[config.mk]
export PLATFORM = sky130hd
export DESIGN_NAME = button_reader_flat
export DESIGN_NICKNAME = d
export VERILOG_FILES = /design/src/rtl/button_reader_if.sv /design/src/rtl/button_reader.sv /design/src/flat_wrapper.sv
export SDC_FILE = /design/constraint.sdc
export NUM_CORES = 1
export LEC_CHECK = 0
export ABC_AREA = 1
export BUFFER_PORTS_ARGS = -buffer_cell sky130_fd_sc_hd__buf_2
export CAP_MARGIN = 20
export CORE_ASPECT_RATIO = 0.9
export CORE_MARGIN = 2
export CORE_UTILIZATION = 55
export CTS_BUF_LIST = sky130_fd_sc_hd__clkbuf_4
export CTS_CLUSTER_DIAMETER = 80
export DETAILED_ROUTE_END_ITERATION = 10
export GPL_TIMING_DRIVEN = 0
export PLACE_DENSITY = 0.71
export SLEW_MARGIN = 30
export SYNTH_ARGS = -nofsm -noshare
export SYNTH_HDL_FRONTEND = slang
export SYNTH_SLANG_ARGS = --single-unit
[constraint.sdc]
create_clock -name clk_in -period 3.1 [get_ports clk_in]
set_clock_uncertainty 0.2 [all_clocks]
set_input_delay 0.775 -clock clk_in [delete_from_list [all_inputs] [get_ports clk_in]]
set_output_delay 0.775 -clock clk_in [all_outputs]
set_load 0.01 [all_outputs]
[src/rtl/button_reader_if.sv]
// Button bus: raw pins in, debounced level and single-cycle event pulses out.
interface button_reader_if #(
  parameter int N_BTN = 4
);
  logic [N_BTN-1:0] btn_raw;
  logic [N_BTN-1:0] btn_level;
  logic [N_BTN-1:0] btn_press;
  logic [N_BTN-1:0] btn_release;
  logic [N_BTN-1:0] btn_long;

  // Board/testbench side: drives the pins, consumes the events
  modport master (
    output btn_raw,
    input  btn_level,
    input  btn_press,
    input  btn_release,
    input  btn_long
  );

  // Reader side: samples the pins, produces the events
  modport slave (
    input  btn_raw,
    output btn_level,
    output btn_press,
    output btn_release,
    output btn_long
  );
endinterface

[src/rtl/button_reader.sv]
// Push-button reader: per-channel 2-flop synchroniser, debounce FSM and
// long-press detector. Produces a clean level plus one-cycle press,
// release and long-press pulses, all registered in the clk_in domain.
module button_reader #(
  parameter int N_BTN             = 4,
  parameter int DEBOUNCE_CYCLES   = 500000,
  parameter int LONG_PRESS_CYCLES = 10000000,
  parameter bit ACTIVE_LOW        = 1'b1
) (
  input logic            clk_in,
  input logic            rst_n,
  button_reader_if.slave btn
);

  localparam int DW = $clog2(DEBOUNCE_CYCLES + 1);
  localparam int LW = $clog2(LONG_PRESS_CYCLES + 1);

  localparam logic [DW-1:0] DEB_MAX  = DW'(DEBOUNCE_CYCLES);
  localparam logic [DW-1:0] DEB_ONE  = DW'(1);
  localparam logic [LW-1:0] LONG_MAX = LW'(LONG_PRESS_CYCLES);
  localparam logic [LW-1:0] LONG_PRE = LW'(LONG_PRESS_CYCLES - 1);
  localparam logic [LW-1:0] LONG_ONE = LW'(1);

  typedef enum logic [1:0] {
    IDLE       = 2'd0,
    PRESS_PEND = 2'd1,
    HELD       = 2'd2,
    REL_PEND   = 2'd3
  } state_t;

  // Normalise polarity so that 1 always means pressed
  logic [N_BTN-1:0] p;
  assign p = btn.btn_raw ^ {N_BTN{ACTIVE_LOW}};

  logic [N_BTN-1:0] s1_q;
  logic [N_BTN-1:0] s2_q;
  state_t           state_q [N_BTN];
  logic [DW-1:0]    dcnt_q  [N_BTN];
  logic [LW-1:0]    lcnt_q  [N_BTN];
  logic [N_BTN-1:0] level_q;
  logic [N_BTN-1:0] press_q;
  logic [N_BTN-1:0] release_q;
  logic [N_BTN-1:0] long_q;

  // Two-flop synchroniser; reset forces the released value so a button held
  // through reset must still pass a full debounce before being reported
  always_ff @(posedge clk_in) begin
    if (!rst_n) begin
      s1_q <= '0;
      s2_q <= '0;
    end else begin
      s1_q <= p;
      s2_q <= s1_q;
    end
  end

  // Per-channel debounce FSM and long-press counter with registered outputs
  always_ff @(posedge clk_in) begin
    if (!rst_n) begin
      for (int i = 0; i < N_BTN; i++) begin
        state_q[i] <= IDLE;
        dcnt_q[i]  <= '0;
        lcnt_q[i]  <= '0;
      end
      level_q   <= '0;
      press_q   <= '0;
      release_q <= '0;
      long_q    <= '0;
    end else begin
      press_q   <= '0;
      release_q <= '0;
      for (int i = 0; i < N_BTN; i++) begin
        case (state_q[i])
          IDLE: begin
            if (s2_q[i]) begin
              state_q[i] <= PRESS_PEND;
              dcnt_q[i]  <= DEB_ONE;
            end
          end
          PRESS_PEND: begin
            if (!s2_q[i]) begin
              state_q[i] <= IDLE;
              dcnt_q[i]  <= '0;
            end else if (dcnt_q[i] == DEB_MAX) begin
              state_q[i] <= HELD;
              dcnt_q[i]  <= '0;
              level_q[i] <= 1'b1;
              press_q[i] <= 1'b1;
            end else begin
              dcnt_q[i]  <= dcnt_q[i] + DEB_ONE;
            end
          end
          HELD: begin
            if (!s2_q[i]) begin
              state_q[i] <= REL_PEND;
              dcnt_q[i]  <= DEB_ONE;
            end
          end
          REL_PEND: begin
            if (s2_q[i]) begin
              state_q[i] <= HELD;
              dcnt_q[i]  <= '0;
            end else if (dcnt_q[i] == DEB_MAX) begin
              state_q[i]   <= IDLE;
              dcnt_q[i]    <= '0;
              level_q[i]   <= 1'b0;
              release_q[i] <= 1'b1;
            end else begin
              dcnt_q[i]    <= dcnt_q[i] + DEB_ONE;
            end
          end
          default: begin
            state_q[i] <= IDLE;
            dcnt_q[i]  <= '0;
          end
        endcase

        // Long-press timing runs off the registered level, so pending-release
        // cycles still count; saturation guarantees a single pulse per press
        if (!level_q[i]) begin
          lcnt_q[i] <= '0;
        end else if (lcnt_q[i] != LONG_MAX) begin
          lcnt_q[i] <= lcnt_q[i] + LONG_ONE;
        end
        long_q[i] <= level_q[i] && (lcnt_q[i] == LONG_PRE);
      end
    end
  end

  assign btn.btn_level   = level_q;
  assign btn.btn_press   = press_q;
  assign btn.btn_release = release_q;
  assign btn.btn_long    = long_q;

endmodule

[src/flat_wrapper.sv]
// flat-port wrapper written by rule: the top's interface ports become plain ports
module button_reader_flat 
#(
  parameter int N_BTN             = 4,
  parameter int DEBOUNCE_CYCLES   = 500000,
  parameter int LONG_PRESS_CYCLES = 10000000,
  parameter bit ACTIVE_LOW        = 1'b1
)
  (clk_in, rst_n, btn_btn_raw, btn_btn_level, btn_btn_press, btn_btn_release, btn_btn_long);
  button_reader_if #(.N_BTN(N_BTN)) btn_i ();
  input logic clk_in;
  input logic rst_n;
  input wire logic [$bits(btn_i.btn_raw)-1:0] btn_btn_raw;
  output wire logic [$bits(btn_i.btn_level)-1:0] btn_btn_level;
  output wire logic [$bits(btn_i.btn_press)-1:0] btn_btn_press;
  output wire logic [$bits(btn_i.btn_release)-1:0] btn_btn_release;
  output wire logic [$bits(btn_i.btn_long)-1:0] btn_btn_long;
  assign btn_i.btn_raw = btn_btn_raw;
  assign btn_btn_level = btn_i.btn_level;
  assign btn_btn_press = btn_i.btn_press;
  assign btn_btn_release = btn_i.btn_release;
  assign btn_btn_long = btn_i.btn_long;
  button_reader #(.N_BTN(N_BTN), .DEBOUNCE_CYCLES(DEBOUNCE_CYCLES), .LONG_PRESS_CYCLES(LONG_PRESS_CYCLES), .ACTIVE_LOW(ACTIVE_LOW)) u_core (.clk_in(clk_in), .rst_n(rst_n), .btn(btn_i));
endmodule
==> reports/qor.yml <==
status:
  status: "complete, no violations"
sta:
  tightest_slew_ps: 796
  finalHoldViolations: 0
  slew_headroom_pct: 46.8
  finalSetupViolations: 0
  setup_ws_ps: 477
  fmax_mhz: 381
  post-route-min-period_ps: 2620
  rsz0062_at_grt: "no"
  finalMaxSlewViolations: 0
  fin_crit_sh_pct: 84.6
drt:
  drt_iter0_markers: 856
  first_pass_iters: 7
  remaining_drc_errors: 0
  wl_per_cell_um: 13.5
  antenna_left: 0
  via_per_inst: 5.29
  vias: 10658
  drt-total-wl_mm: 27.2
synthesis:
  ys_ff_latch: 204
  netlist_top_cells_area: "edfxtp_1, nand2_1, nor2_1"
  synthesis.nets: 1603
  synth_ff_type: "edfxtp_1"
  yosys_warnings: 0
  synth_edf_count: 180
  synth_seq_area_share_pct: 46.9
  post-synth-top-area-cell: "edfxtp_1"
  syn_inst: 1581
  netlist.area_leader.share_pct: 43.1
  postSynthAreaPerCell_um2: 7.94
  async_flop_share_pct: 0
  netlist_area_um2: 12500
  synth.distinct_cells: 44
floorplan:
  start_util_pct: 55.9
  die_width_um: 163
  num_io_pins: 22
  dieHeight_um: 147
  die-area_um2: 24000
  core_area_um2: 22400
  rows: 52
critical_path:
  cp-start-kind: "flop"
  cp_cell_sequence: "inv_1 > ha_1 > inv_1 > nor2_1 > nand2_1 > nor2_1 > nand3_1 > nand2_2 > inv_2 > nor3_2 > nand2_2"
  path_buf_inv: 3
  crit_fanout: 19
  cpPeakStageDelay_ps: 450
  crit_family: "simple AND/OR/NAND/NOR gates"
  cp.required_ps: 3190
  path_class: "reg2reg"
  arrival_ps: 2710
  end_kind: "flop"
  cpMaxStageDelayCell: "edfxtp_1"
finish:
  multiInputGateArea_um2: 5670
  final_cell_mix: "nand2_1, nor2_1, inv_1"
  layout_commonest_cell: "nand2_1"
  drive_above_1_share_pct: 11.7
  register_area_um2: 5890
  nNetsFinal: 1693
  area_delta_synth_final_pct: 10.6
  nFillCells: 2069
global_route:
  grt_overflow: 0
  track_usage_pct: 23.2
  grt_pass1_wl_mm: 46.3
  grt_max_degree: 20
  grt_antenna_before_repair: 1
  grt_pass1_vias: 10032
power_and_ir_drop:
  p_leak_nw: 5.30
  p_clk_share_pct: 38.9
  ir_worst_vdd_mv: 0.312
  p_int_mw: 4.59
  netSwitchingPower_mw: 1.66
  comb_power_share_pct: 7.7
  power_mw: 6.25
  swShare_pct: 26.5
  p_seq_share_pct: 53.4
  power_density_nw_per_um2: 450
job:
  max_cap_violations: 0
clocking:
  clock_latency_ps: 690
  postCtsSetupRepairBufs: 0
  htreeDepth: 2
  cts_buffers: 56
  cts.path.max_buffers: 3
  clock_sinks: 204
  cts_tree: "done"
  root_buffer: "clkbuf_4"
  cts.reportedPaths.clkPinSlew_ps: 70
hold_path:
  hold_path_class: "in2reg"
placed_design:
  post-place-ws_ps: -227
  portBuffers: 21
  place_congestion: 0.929
  post-dp-hpwl_mm: 20.2
[area by class of cell]
type                            count  area share [%]
Antenna cell                        1          0.0180
Buffer                             16           0.694
Clock buffer                       73            3.95
Clock inverter                     30            1.23
Inverter                          240            6.49
Multi-Input combinational cell   1121            40.9
Sequential cell                   204            42.4
Tap cell                          297            2.68
Timing Repair Buffer               32            1.69
[per-layer routing]
layer	GRT usage, %	wire length (µm)	vias to the layer above
li1	-	-	5420
met1	33.0	13000	4910
met2	36.4	12300	273
met3	3.87	1420	55
met4	7.26	503	0
met5	0	0	-
[registers in the layout, summed over array words and instances (netlist names)]
| register | count |
|---|---|
| u_core.lcnt_q | 96 |
| u_core.dcnt_q | 76 |
| u_core.state_q | 8 |
| u_core.btn.btn_level | 4 |
| u_core.btn.btn_long | 4 |
| u_core.btn.btn_press | 4 |
| u_core.btn.btn_release | 4 |
| u_core.s1_q | 4 |
| u_core.s2_q | 4 |
[kinds of logic (layout without fill, tap and decap cells)]
family,count (synthesis),count (layout),synth area share [%]
AND/OR/NAND/NOR,939,939,34.2
buffers and inverters,256,391,7.95
flip-flops,204,204,46.9
XOR/XNOR,85,85,5.93
AO/OA/AOI/OAI,81,81,3.46
adder cells (fa/ha/maj),16,16,1.60
other,0,1,0
[timing repair]
| action | CTS | global route |
|---|---|---|
| endpoints found under the setup margin | 0 | 35 |
| resized for setup | 0 | 2 |
| hold buffers | 2 | 0 |
| hold endpoints to repair | 2 | 0 |
[synth_stat cells, drive strengths merged (8+ instances only)]
cell type and n:
nand3 123, inv 238, nor2 317, xnor2 24
o21ai 19, nor3 73, edfxtp 180, nand2 327
buf 16, dfxtp 24, nand3b 8, xor2 61
ha 16, a21oi 49, nand4 69
[stage by stage]
step | util [%] | cell area, µm² | hold slack (ps) | TNS (ps) | std cells
6_report | 61.9 | 13900 | 56.9 | 0 | 2014
5_1_grt | 61.9 | 13900 | 22.0 | 0 | 2014
4_1_cts | 61.8 | 13900 | 3.72 | 0 | 2013
3_5_place_dp | 58.5 | 13100 | 204 | -9650 | 1908
3_3_place_gp | 58.0 | 13000 | 194 | -42120 | 1899
2_1_floorplan | - | 12500 | 190 | 0 | 1581
[final timing paths]
path,endpoint,start,cells past startpoint,slack (ps)
max,u_core.dcnt_q[0][46],u_core.dcnt_q[0][38],11,480
min,u_core.s1_q[0],btn_btn_raw[0],2,60
max reg2reg,u_core.dcnt_q[0][46],u_core.dcnt_q[0][38],11,480
min reg2reg,u_core.s2_q[0],u_core.s1_q[0],2,210
[power groups by stage]
stage	combinational, mW	sequential (mW)	clock [mW]
4_1_cts	0.483	3.33	2.51
5_1_grt	0.557	3.36	2.66
3_3_place_gp	0.463	3.38	0
2_1_floorplan	0.382	3.34	0
6_report	0.483	3.33	2.43
3_5_place_dp	0.477	3.39	0
(Power assumes the default switching activity.)
